==> src/rtl/pc_pkg.sv <==
`default_nettype none
// ============================================================================
// Module      : pc_pkg
// Description : Shared types, default vectors and alignment helper for the
//               program-counter unit.
//               The PC_RVC_EN macro relaxes the alignment rule to 16 bits.
// Revision    : 1.0 - initial release
// ============================================================================
package pc_pkg;

  typedef enum logic [1:0] {
    BOOT = 2'd0,
    RUN  = 2'd1,
    HALT = 2'd2
  } pc_state_t;

  localparam logic [31:0] RESET_VEC_DEFAULT = 32'h0000_0000;
  localparam logic [31:0] TRAP_VEC_DEFAULT  = 32'h0000_0100;

`ifdef PC_RVC_EN
  // Compressed instructions allow halfword-aligned targets.
  localparam logic [1:0] ALIGN_MASK = 2'b01;
`else
  localparam logic [1:0] ALIGN_MASK = 2'b11;
`endif

  // True when the low target bits violate the instruction alignment.
  function automatic logic is_misaligned(input logic [1:0] target_lo);
    return (target_lo & ALIGN_MASK) != 2'b00;
  endfunction

endpackage
`default_nettype wire

==> src/rtl/pc_next_sel.sv <==
`default_nettype none
// ============================================================================
// Module      : pc_next_sel
// Description : Combinational priority selection of next pc, next epc,
//               misaligned flag and next state for pc_unit.
//               PC_RVC_EN selects a 2-byte step when inst_len2 is set.
// Revision    : 1.0 - initial release
// ============================================================================
module pc_next_sel
  import pc_pkg::*;
#(
  parameter int unsigned     XLEN     = 32,
  parameter logic [XLEN-1:0] TRAP_VEC = XLEN'(TRAP_VEC_DEFAULT)
) (
  input  pc_state_t         state_q,
  input  logic [XLEN-1:0]   pc_q,
  input  logic [XLEN-1:0]   epc_q,
  input  logic              stall,
  input  logic              halt_req,
  input  logic              resume,
  input  logic              redirect,
  input  logic [XLEN-1:0]   redirect_target,
  input  logic              trap,
  input  logic              ret,
  input  logic              inst_len2,
  output logic [XLEN-1:0]   pc_plus,
  output logic [XLEN-1:0]   pc_d,
  output logic [XLEN-1:0]   epc_d,
  output pc_state_t         state_d,
  output logic              misaligned_d
);

`ifdef PC_RVC_EN
  assign pc_plus = pc_q + (inst_len2 ? XLEN'(2) : XLEN'(4));
`else
  // Instruction length is irrelevant without compressed support.
  logic unused_inst_len2;
  assign unused_inst_len2 = inst_len2;
  assign pc_plus = pc_q + XLEN'(4);
`endif

  // Priority mux: trap > ret > redirect > halt_req > stall > increment.
  always_comb begin
    pc_d         = pc_q;
    epc_d        = epc_q;
    state_d      = state_q;
    misaligned_d = 1'b0;
    case (state_q)
      BOOT: state_d = RUN;
      RUN: begin
        if (trap) begin
          pc_d  = TRAP_VEC;
          epc_d = pc_q;
        end else if (ret) begin
          pc_d = epc_q;
        end else if (redirect) begin
          if (is_misaligned(redirect_target[1:0])) begin
            // A bad target is turned into a trap from the current pc.
            pc_d         = TRAP_VEC;
            epc_d        = pc_q;
            misaligned_d = 1'b1;
          end else begin
            pc_d = redirect_target;
          end
        end else if (halt_req) begin
          state_d = HALT;
        end else if (!stall) begin
          pc_d = pc_plus;
        end
      end
      HALT: begin
        if (resume) state_d = RUN;
      end
      default: state_d = BOOT;
    endcase
  end

endmodule
`default_nettype wire

==> src/rtl/pc_unit.sv <==
`default_nettype none
// ============================================================================
// Module      : pc_unit
// Description : XLEN-wide program counter with boot/run/halt control,
//               branch redirect, trap entry/return and misalignment trap.
//               Optional macro PC_RVC_EN enables 16-bit instruction support.
// Revision    : 1.0 - initial release
// ============================================================================
module pc_unit
  import pc_pkg::*;
#(
  parameter int unsigned     XLEN      = 32,
  parameter logic [XLEN-1:0] RESET_VEC = XLEN'(RESET_VEC_DEFAULT),
  parameter logic [XLEN-1:0] TRAP_VEC  = XLEN'(TRAP_VEC_DEFAULT)
) (
  input  logic              clk,
  input  logic              reset,
  input  logic              stall,
  input  logic              halt_req,
  input  logic              resume,
  input  logic              redirect,
  input  logic [XLEN-1:0]   redirect_target,
  input  logic              trap,
  input  logic              ret,
  input  logic              inst_len2,
  output logic [XLEN-1:0]   pc,
  output logic [XLEN-1:0]   pc_plus,
  output logic              pc_valid,
  output logic [XLEN-1:0]   epc,
  output logic              misaligned,
  output logic              halted
);

  pc_state_t       state_q, state_d;
  logic [XLEN-1:0] pc_q, pc_d;
  logic [XLEN-1:0] epc_q, epc_d;
  logic            misaligned_q, misaligned_d;

  pc_next_sel #(
    .XLEN     (XLEN),
    .TRAP_VEC (TRAP_VEC)
  ) u_next_sel (
    .state_q         (state_q),
    .pc_q            (pc_q),
    .epc_q           (epc_q),
    .stall           (stall),
    .halt_req        (halt_req),
    .resume          (resume),
    .redirect        (redirect),
    .redirect_target (redirect_target),
    .trap            (trap),
    .ret             (ret),
    .inst_len2       (inst_len2),
    .pc_plus         (pc_plus),
    .pc_d            (pc_d),
    .epc_d           (epc_d),
    .state_d         (state_d),
    .misaligned_d    (misaligned_d)
  );

  // State and PC registers; reset returns to BOOT at the reset vector.
  always_ff @(posedge clk or posedge reset) begin
    if (reset) begin
      state_q      <= BOOT;
      pc_q         <= RESET_VEC;
      epc_q        <= '0;
      misaligned_q <= 1'b0;
    end else begin
      state_q      <= state_d;
      pc_q         <= pc_d;
      epc_q        <= epc_d;
      misaligned_q <= misaligned_d;
    end
  end

  assign pc         = pc_q;
  assign epc        = epc_q;
  assign misaligned = misaligned_q;
  assign pc_valid   = (state_q == RUN);
  assign halted     = (state_q == HALT);

endmodule
`default_nettype wire

==> config.mk <==
export PLATFORM = sky130hd
export DESIGN_NAME = pc_unit
export DESIGN_NICKNAME = d
export VERILOG_FILES = /design/src/rtl/pc_pkg.sv /design/src/rtl/pc_next_sel.sv /design/src/rtl/pc_unit.sv
export SDC_FILE = /design/constraint.sdc
export NUM_CORES = 1
export LEC_CHECK = 0
export ABC_AREA = 1
export BUFFER_PORTS_ARGS = -buffer_cell sky130_fd_sc_hd__buf_2
export CAP_MARGIN = 30
export CORE_ASPECT_RATIO = 0.6
export CORE_MARGIN = 4
export CORE_UTILIZATION = 35
export DETAILED_ROUTE_END_ITERATION = 6
export SKIP_LAST_GASP = 1
export SLEW_MARGIN = 10
export SYNTH_ARGS = -nofsm -noshare
export SYNTH_HDL_FRONTEND = slang
export SYNTH_SLANG_ARGS = --single-unit
==> constraint.sdc <==
create_clock -name clk -period 3.15 [get_ports clk]
set_clock_uncertainty 0.15 [all_clocks]
set_input_delay 0.315 -clock clk [delete_from_list [all_inputs] [get_ports clk]]
set_output_delay 0.315 -clock clk [all_outputs]
set_load 0.005 [all_outputs]
# Yosys cells after proc, flatten, opt, wreduce, memory -nomap -nowiden
# Index checks and enable logic that the tools add are counted.
[totals] reg_bits=67 inputBits=41 output_inout_bits=99 word_cells=43
[op_classes] add_sub_neg=1 n_eq_ne=10 mux=21 n_reduce_logical=7
[ops] op="2-to-1 mux 32 bit" n=10
[ops] op="adder 32 x 3 -> 32 bit, second input constant" n=1
[ops] op="!= test 2 bit, second input constant" n=6
[ops] op="2-to-1 mux 2 bit" n=5
[ops] op="!= test 4 x 1 -> 1 bit, second input constant" n=2
[ops] op="one-hot mux 2 bit (3 select lines)" n=1
[ops] op="nonzero test 2 bit" n=3
[ops] op="2-to-1 mux 1 bit" n=5
[ops] op="AND reduction 5 bit" n=1
[ops] op="AND reduction 4 bit" n=1
[ops] op="AND reduction 3 bit" n=1
[ops] op="== test 2 x 1 -> 1 bit, second input constant" n=1
[ops] op="== test 2 bit, second input constant" n=1
[ops] op="zero test 2 bit" n=1

# Depth between registers and ports, before layout
# Gate-level depths: netlist of the first run.
[logic_depth] ltp_word=6 mapped_depth=12 mapped_depth_nobuf=12

# By module
# From an unflattened synthesis of the first run, not the netlist that was laid out.
[hier_totals] hier_cells=691 area_unflattened_um2=4581.9
[by_module_without_submodules] mod="pc_next_sel" n_inst=1 cells_per_inst=619 area_per_inst_um2=2886.5 seq_area_each_um2=0.0
[by_module_without_submodules] mod="pc_unit" n_inst=1 cells_per_inst=72 area_per_inst_um2=1695.4 seq_area_each_um2=1676.6

# Worst setup path after synthesis of the first run
# OpenSTA, ideal clock, no wires.
[synth_timing] kind="reg-to-output" startpoint="reg pc_q[3] (netlist: pc[3])" endpoint="out pc_plus[22]" t_arrival_ps=1362 slack_ps=1323 path_stages_with_launch=9 n_path_buf=0 path_cell_list="dfrtp_1 ha_1 nand2_1 nor2_1 nand2_1 nor2_2 nand2_1 xor2_1 inv_1"
[synth_via] elab_chain_len=1
[synth_rtl] element="from (decl)" line="pc_unit.sv:35" source="logic [XLEN-1:0] pc_q, pc_d;"
[synth_rtl] element="from (signal assigned)" line="pc_unit.sv:70" source="pc_q <= pc_d;"
[synth_rtl] element="adder 32 x 3 -> 32 bit" line="pc_next_sel.sv:39" source="assign pc_plus = pc_q + XLEN'(4);"
[synth_rtl] element="to (decl)" line="pc_unit.sv:27" source="output logic [XLEN-1:0] pc_plus,"
# Every way passes these cells.

# Final worst setup path of the first run
[layout_timing] startpoint="reg pc_q[3] (netlist: pc[3])" endpoint="out pc_plus[16]"
# Same word-level chain as after synthesis.

==> metrics, run 1 <==
Row Count=30; 1st-pass router iterations=5; synth top area cells=dfrtp_1, nand2_1, nor2_1; Sequential Power Share=36.7%; Die H=92.2 µm; Simple-Gate Fraction of Synth Area=32.4%; Worst EP arrival=2.20 ns; Post-synth top cells=nand2_1, dfrtp_1, nor2_1; hold crit path type=primary input to asynchronous set/reset pin; register area=0.00168 mm²; worst skew pair latency=0.34 ns; H-tree depth=3; gpl congestion=0.912; core area=0.0114 mm²; final hold violations=2; max_slew headroom=40.3%; Boundary Pins=140; GR Util All Layers=22.1%; Final Cycle Share=84.7%; leading area contributor after synthesis=dfrtp_1; Routed WL=14700 µm; Synth Net Count=621; Seq cells post-synth=67; Ant. Diodes=0; combinational power share=37.1%; worst-margin pin slew=0.892 ns; nets@finish=761; clk root buf=clkbuf_16; largest net degree at the start of global routing=37; post-synth top area share=40.6%; Max IR drop VDD=0.276 mV; post-synthesis compound-gate area fraction=12.4%; ys flop type=dfrtp_1; postcts setup bufs=0; Finished Cell Area=0.00531 mm²; Initial DRC Count=302; Crit Path Max Fanout=6; YS warnings=0; failing checks=negative hold slack; startpoint types=flip-flop; Filler cells=1201; Syn-to-layout area delta=28.5%; first-pass GRT wire length=23700 µm; Final Setup Violations=0; Vias/cell=4.91; initial antenna violation count=0; share of post-route cells with drive strength above 1=27.5%; DRC=0; unrepaired setup endpoints after global routing=no; Peak Freq=375 MHz; Syn Area/Cell=7.14 µm²; CTS buffer count=9; vias in the first global route=4341; crit end category=primary output; number of flops mapped to enable cells by yosys=0; cell with the most instances after synthesis=nand2_1; I/O Buffers=138; remaining global-route overflow=0; Synth Instances=579; Initial Util=36.2%; clock transition at the register clock pins on the worst setup and hold paths after CTS=0.06 ns; worst-case clock buffer depth=2; Setup CP Type=flip-flop to primary output; Routed Antenna Nets=0; switch share=40.4%; Die X=148 µm; P_leak=0.00279 µW; Cell Int Power=2490 µW; crit path time final=2.67 ns; detailed-placement wirelength estimate=11000 µm; fraction of registers with async set/reset=100%; Seq/Total Area, Yosys=40.6%; setup_tns=0 ns; largest family of logic cells by synthesized area=simple AND/OR/NAND/NOR gates; Synth cell types=39; final-report max-slew violation count=0; full die area=0.0137 mm²; Net Sw Power=1690 µW; Max Cap Viol=0; routed vias=4340; DR WL/cell=16.6 µm; dpl cell area=0.00498 mm²; synthesized cell area=0.00413 mm²; Worst EP required=2.68 ns; footprint of the multi-input gates=0.00209 mm²; XOR/XNOR Fraction of Synth Area=2.97%; CTS tree=built; Cell Pwr Density=787 mW/mm²; clock share of power=26.2%; post-synthesis mux area share=2.45%; Synth Area in Adders=0.303%; Final Hold Slack=-0.00125 ns; post_cts resized=0; status=complete, but fails checks; Clock Sinks=67
[cells by family after synthesis]
logic type	after synthesis
fa+ha+maj	1
simple gates	312
flops	67
compound gates	90
mux	9
xor+xnor	14
buf+inv	86
[flip-flops by register name (all words and copies together), names as in the netlist]
name / count
pc: 32
state_q: 2
misaligned: 1
epc: 32
[routing by layer]
metal	global-route usage, %	share of wire (%)	routed length [µm]	vias up
met3	6.17	9.3	1360	12
li1	-	-	-	2120
met5	0	0	0	-
met2	29.4	38	5570	200
met4	4.92	0.72	106	0
met1	34.8	52	7670	2008
[layout make-up]
cell class	count	area share [%]
repair buffers	150	14.8
clock buffers	9	4.24
inverters	65	4.64
flip-flops and latches	67	31.6
clock inverters	7	1.74
multi-input cells	426	39.3
well taps	160	3.77
[critical path: stages (launching register included)]
cell     delay [ns]
dfrtp_1        0.46
ha_1           0.26
nand3_1        0.14
nor2_1         0.21
inv_1          0.08
nor2_1         0.27
nand2_1        0.11
and2_1         0.20
buf_2          0.13
[power by group through the flow]
stage | combinational, µW | sequential (µW) | clock, µW
3_3_place_gp | 1540 | 1520 | 0
3_5_place_dp | 1550 | 1540 | 0
2_1_floorplan | 841 | 1470 | 0
4_1_cts | 1560 | 1520 | 1110
5_1_grt | 1750 | 1580 | 1140
6_report | 1550 | 1530 | 1090
[final timing paths]
check	cells after the start	start	slack (ns)	endpoint
setup / recovery	8	pc[3]$_DFFE_PP0P_	0.48	pc_plus[16]
max in group asynchronous	3	reset	2.05	pc[10]$_DFFE_PP0P_
hold reg to reg	1	epc[13]$_DFFE_PP0P_	0.36	epc[13]$_DFFE_PP0P_
hold / removal	2	reset	-0.001	epc[9]$_DFFE_PP0P_
setup reg to reg	7	state_q[0]$_DFFE_PP0P_	1.01	epc[30]$_DFFE_PP0P_
min in group clk	3	resume	0.13	state_q[0]$_DFFE_PP0P_
[stage by stage]
step,instances,power (µW),hold WS [ns],util [%],setup WS [ns]
2_1_floorplan,579,2310,0.231,-,1.00
3_3_place_gp,867,3060,0.337,43.7,0.737
3_5_place_dp,867,3090,0.352,43.7,0.710
4_1_cts,884,4200,0.0318,46.5,0.450
5_1_grt,884,4470,0.0662,46.5,0.309
6_report,884,4180,-0.00125,46.5,0.481
[cell usage in the layout (no fill, tap or decap), types with 2 or more instances in the layout]
cell / netlist / routed
bufinv_16: 0 / 2
dfrtp_1: 67 / 67
buf_4: 3 / 11
o21ai_0: 33 / 33
o211ai_1: 4 / 4
nor3_2: 5 / 5
nand2_2: 2 / 2
nor2_2: 2 / 2
buf_2: 9 / 138
nor2_1: 62 / 62
mux2_1: 9 / 9
nor3_1: 6 / 6
nor2_4: 2 / 2
nand3_1: 28 / 28
and2_1: 2 / 2
o31ai_1: 2 / 2
xnor2_1: 3 / 3
a21oi_2: 7 / 7
o21ai_1: 15 / 15
o21bai_1: 2 / 2
nand2_4: 3 / 3
nand2_1: 193 / 193
xor2_1: 11 / 11
inv_2: 6 / 7
a21oi_1: 24 / 24
clkinv_2: 0 / 2
nand3_2: 2 / 2
clkinvlp_4: 0 / 3
clkbuf_16: 0 / 9
inv_1: 58 / 57
[what timing repair did]
| action | 4_1_cts | 5_1_grt |
|---|---|---|
| hold buffers | 1 | 0 |
| hold endpoints to repair | 1 | 0 |
| setup endpoints to repair | 0 | 0 |
No activity file was read; power rests on OpenSTA's default activity.
==> run 2: changes to the inputs <==
==> constraint.sdc (replaced) <==
create_clock -name clk -period 2.2 [get_ports clk]
set_clock_uncertainty 0.15 [all_clocks]
set_input_delay 0.22 -clock clk [delete_from_list [all_inputs] [get_ports clk]]
set_output_delay 0.22 -clock clk [all_outputs]
set_load 0.005 [all_outputs]
==> run 2 against run 1 <==
  * The flow now finishes without violations
  * Wire length shrank 1.8%
  * First-iteration DRC count shrank 6.6%
  * Die area stayed put
  * Final area rose by 6.8%
  * Highest routed layer unchanged
  * Hold slack improved by 0.035 ns
  * Sequential cell count unchanged
  * Critical path depth unchanged
  * Clock power up 24%
==> metrics, run 2 (same netlist as run 1, synthesis figures left out) <==
final setup margin=0.00405 ns; Max Cap Viol=0; core area=0.0114 mm²; Max IR drop VDD=0.430 mV; 1st-pass router iterations=5; switch share=40.5%; Net Sw Power=2430 µW; worst-path cell chain=ha_4 -> nand2_4 -> nor2_4 -> nand2_4 -> nor2_4 -> buf_6 -> xor2_2 -> buf_2; WP buf/inv=2; Placed Cells=878; worst skew pair latency=0.33 ns; Row Count=30; startpoint types=flip-flop; DRC=0; Die H=92.2 µm; unrepaired setup endpoints after global routing=yes; worst-case clock buffer depth=2; setup_tns=0 ns; clock transition at the register clock pins on the worst setup and hold paths after CTS=0.05 ns; largest net degree at the start of global routing=68; P_leak=0.00293 µW; remaining global-route overflow=0; crit path time final=2.20 ns; Initial Util=36.2%; commonest non-fill, non-tap cells in the layout=nand2_1, buf_2, inv_1, dfrtp_1, nor2_1; Setup CP Type=flip-flop to primary output; status=finished clean; max_slew headroom=63.1%; DR WL/cell=15.9 µm; CTS buffer count=9; Final Setup Violations=0; Initial DRC Count=282; gpl congestion=0.918; Cell Pwr Density=1060 mW/mm²; Setup WS pre-CTS=0.0816 ns; final-report max-slew violation count=0; I/O Buffers=138; Final Cycle Share=99.8%; Cell Int Power=3570 µW; Slowest-stage cell, CP=dfrtp_2; Peak Freq=455 MHz; Die X=148 µm; Vias/cell=4.83; Crit Path Max Fanout=4; Sequential Power Share=36.5%; crit end category=primary output; critical register-to-register path startpoint=state_q[0]$_DFFE_PP0P_; Syn-to-layout area delta=37.3%; Routed WL=14400 µm; Routed Antenna Nets=0; Boundary Pins=140; detailed-placement wirelength estimate=10700 µm; CTS tree=built; Power, Total=6000 µW; H-tree depth=3; CP top delay family=simple AND/OR/NAND/NOR gates; Ant. Diodes=0; commonest non-fill, non-tap cell in the layout=nand2_1; routed vias=4373; slowest stage delay, CP=0.41 ns; clock share of power=22.5%; first-pass GRT wire length=22900 µm; final hold violations=0; vias in the first global route=4245; initial antenna violation count=0; Final Hold Slack=0.0338 ns; combinational power share=41.0%; worst-margin pin slew=0.552 ns; Worst EP required=1.83 ns; Clock Sinks=67; hold crit path type=primary input to flip-flop; Worst EP arrival=1.83 ns; full die area=0.0137 mm²; share of post-route cells with drive strength above 1=35.7%; nets@finish=783; hold_sp=resume; Non-Filler Instances=906; clk root buf=clkbuf_16; crit path from=pc[2]$_DFFE_PP0P_; GR Util All Layers=21.4%
## run 2: cell count changes in the layout (fill, tap and decap cells not counted), moves of 4 or more
cell	delta
buf_4	+17
dfrtp_1	-17
dfrtp_2	+17
nor2_1	-14
nor2_2	+10
nand2_1	-7
nand2_2	+4
nor2_4	+4
xor2_1	-4
xor2_2	+4
## run 2: layout make-up
cell class              count  area (µm²)
flip-flops and latches     67        1700
clock buffers              14         264
fillers                  1145        5740
repair buffers            172        1000
clock inverters             2        10.0
inverters                  65         246
well taps                 160         200
multi-input cells         426        2250
## run 2: final timing paths
check | endpoint | slack [ns] | cells past startpoint
max in group asynchronous | pc[18]$_DFFE_PP0P_ | 1.20 | 4
min in group asynchronous | epc[9]$_DFFE_PP0P_ | 0.36 | 4
min | state_q[0]$_DFFE_PP0P_ | 0.03 | 3
max | pc_plus[18] | 0.004 | 8
max reg2reg | epc[7]$_DFFE_PP0P_ | 0.30 | 7
min reg2reg | epc[4]$_DFFE_PP0P_ | 0.36 | 1
## run 2: what timing repair did
item | 4_1_cts | 5_1_grt
hold buffers | 2 | 0
resized for setup | 26 | 36
endpoints found under the setup margin | 21 | 25
endpoints found under the hold margin | 68 | 0
buffers inserted | 4 | 6
pin swaps | 5 | 6
## run 2: per-layer routing
| metal | track usage (%) | wire length (µm) | vias to the layer above |
|---|---|---|---|
| li1 | - | - | 2155 |
| met5 | 0 | 0 | - |
| met2 | 29.5 | 5460 | 210 |
| met4 | 4.69 | 143 | 0 |
| met1 | 32.5 | 7370 | 1993 |
| met3 | 6.37 | 1480 | 15 |
## run 2: through the flow
| stage | utilization [%] | cell area [µm²] |
|---|---|---|
| after floorplan | - | 4130 |
| after global placement | 44.4 | 5070 |
| after detailed placement | 44.7 | 5100 |
| after CTS | 48.3 | 5510 |
| after global routing | 49.7 | 5670 |
| final | 49.7 | 5670 |
## run 2: power groups by stage
stage / sequential, µW / clock [µW] / combinational, µW
2_1_floorplan: 2100 / 0 / 1200
3_3_place_gp: 2160 / 0 / 2270
3_5_place_dp: 2170 / 0 / 2330
4_1_cts: 2170 / 1390 / 2400
5_1_grt: 2260 / 1440 / 2750
6_report: 2190 / 1350 / 2460
## run 2: worst min-delay path: stages
cell and delay [ns]:
buf_2 0.08, nor3_1 0.05, o21ai_0 0.13
==> run 3: changes to the inputs <==
==> constraint.sdc (replaced) <==
create_clock -name clk -period 2.3 [get_ports clk]
set_clock_uncertainty 0.15 [all_clocks]
set_input_delay 0.23 -clock clk [delete_from_list [all_inputs] [get_ports clk]]
set_output_delay 0.23 -clock clk [all_outputs]
set_load 0.005 [all_outputs]
==> run 3 against run 2 <==
  * Die area unchanged
  * Total power decreased by 3.0%
  * Wire length increased by 1.8%
  * Register-to-register slack improved by 0.07 ns
  * Utilization decreased by 0.59 points
  * Via count grew 1.1%
  * Final cell count is 0.66% lower
  * Global-route usage rose by 0.32 points
  * Largest power group unchanged
  * Combinational power is 6% lower
  * Hold slack improved by 0.023 ns
==> metrics, run 3 (same netlist as run 1, synthesis figures left out) <==
Net Sw Power=2320 µW; Final Core Density=49.1%; GR Util All Layers=21.7%; 1st-pass router iterations=5; register area=0.00169 mm²; Max IR drop VDD=0.469 mV; largest net degree at the start of global routing=68; vias in the first global route=4243; combinational power share=39.8%; worst-margin pin slew=0.552 ns; full die area=0.0137 mm²; Peak Freq=446 MHz; worst skew pair latency=0.33 ns; crit end category=primary output; Worst EP arrival=1.86 ns; worst-case clock buffer depth=2; final setup margin=0.0571 ns; Cell Pwr Density=1040 mW/mm²; unrepaired setup endpoints after global routing=yes; Die H=92.2 µm; Worst EP required=1.92 ns; Ant. Diodes=0; Routed WL=14700 µm; Routed Antenna Nets=0; status=finished clean; detailed-placement wirelength estimate=10900 µm; Final Setup Violations=0; Final Cycle Share=97.5%; Initial Util=36.2%; I/O Buffers=138; share of post-route cells with drive strength above 1=33.4%; Vias/cell=4.91; clock transition at the register clock pins on the worst setup and hold paths after CTS=0.05 ns; core area=0.0114 mm²; Power, Total=5830 µW; DRC=0; Die X=148 µm; max_slew headroom=63.1%; initial antenna violation count=0; clock share of power=24.1%; DR WL/cell=16.3 µm; clk root buf=clkbuf_16; Max Cap Viol=0; remaining global-route overflow=0; Row Count=30; P_leak=0.00287 µW; Cell Int Power=3500 µW; Sequential Power Share=36.0%; final hold violations=0; CTS tree=built; switch share=39.9%; Setup WS pre-CTS=0.182 ns; Syn-to-layout area delta=35.6%; footprint of the multi-input gates=0.00222 mm²; hold crit path type=primary input to flip-flop; gpl congestion=0.913; Setup CP Type=flip-flop to primary output; commonest non-fill, non-tap cell in the layout=nand2_1; Clock Sinks=67; final-report max-slew violation count=0; CTS buffer count=9; Boundary Pins=140; Crit Path Max Fanout=3; Initial DRC Count=232; crit path time final=2.24 ns; Filler cells=1190; H-tree depth=3; nets@finish=778; routed vias=4419; startpoint types=flip-flop; first-pass GRT wire length=23100 µm; commonest non-fill, non-tap cells in the layout=nand2_1, buf_2, inv_1, dfrtp_1, nor2_1
-- run 3: cell count changes in the layout (fill, tap and decap cells not counted), moves of 4 or more --
cell and change:
nor2_2 -7, buf_4 -4, dfrtp_2 -6, nor2_1 +4, dfrtp_1 +6
-- run 3: power by group through the flow --
stage | Clock [µW] | Sequential [µW] | Combinational [µW]
2_1_floorplan | 0 | 2010 | 1150
3_3_place_gp | 0 | 2070 | 2170
3_5_place_dp | 0 | 2080 | 2230
4_1_cts | 1430 | 2060 | 2290
5_1_grt | 1480 | 2160 | 2590
6_report | 1400 | 2100 | 2320
-- run 3: final cells by class --
class                   instances  area share (%)
multi-input cells             426            39.7
flip-flops and latches         67            30.2
repair buffers                167            16.9
clock buffers                  13            4.64
inverters                      65            4.40
well taps                     160            3.57
clock inverters                 2           0.625
-- run 3: final timing paths --
check                                  startpoint                endpoint  slack (ns)  cells past startpoint
setup / recovery                pc[3]$_DFFE_PP0P_             pc_plus[14]        0.06                      7
hold / removal                           halt_req  state_q[1]$_DFFE_PP0P_        0.06                      3
setup reg to reg           state_q[0]$_DFFE_PP0P_      pc[19]$_DFFE_PP0P_        0.37                      9
hold reg to reg                epc[8]$_DFFE_PP0P_      epc[8]$_DFFE_PP0P_        0.36                      1
max in group asynchronous                   reset       pc[4]$_DFFE_PP0P_        1.27                      4
min in group asynchronous                   reset      epc[9]$_DFFE_PP0P_        0.36                      4
-- run 3: worst max-delay path, stage by stage, from the launching register on --
cell and delay (ns):
dfrtp_1 0.42, ha_4 0.18, nand2_2 0.07, nor2_4 0.15
nand2_2 0.11, nor2_2 0.22, xor2_2 0.23, buf_2 0.16
-- run 3: repair_timing --
item                       4_1_cts  5_1_grt
hold buffers                     2        0
setup endpoints to repair       11       20
hold endpoints to repair        68        0
setup buffers                    4        3
pin swaps                        0        6
resized for setup                8       39
-- run 3: per-layer routing --
layer	share of wire (%)	global-route usage, %	vias up	wire length, µm
met1	50	33.1	2068	7330
met4	1.1	5.61	0	160
li1	-	-	2139	-
met5	0	0	-	0
met3	9.9	5.58	11	1460
met2	39	30.0	201	5760
-- run 3: through the flow --
| stage | std cells | setup TNS (ns) | area [µm²] | hold WS [ns] |
|---|---|---|---|---|
| CTS | 897 | -0.0631 | 5460 | 0.0368 |
| global placement | 875 | 0 | 5050 | 0.188 |
| global route | 900 | -0.0800 | 5610 | 0.0451 |
| floorplan | 579 | 0 | 4130 | 0.146 |
| detailed placement | 876 | 0 | 5080 | 0.193 |
| finish | 900 | 0 | 5610 | 0.0565 |
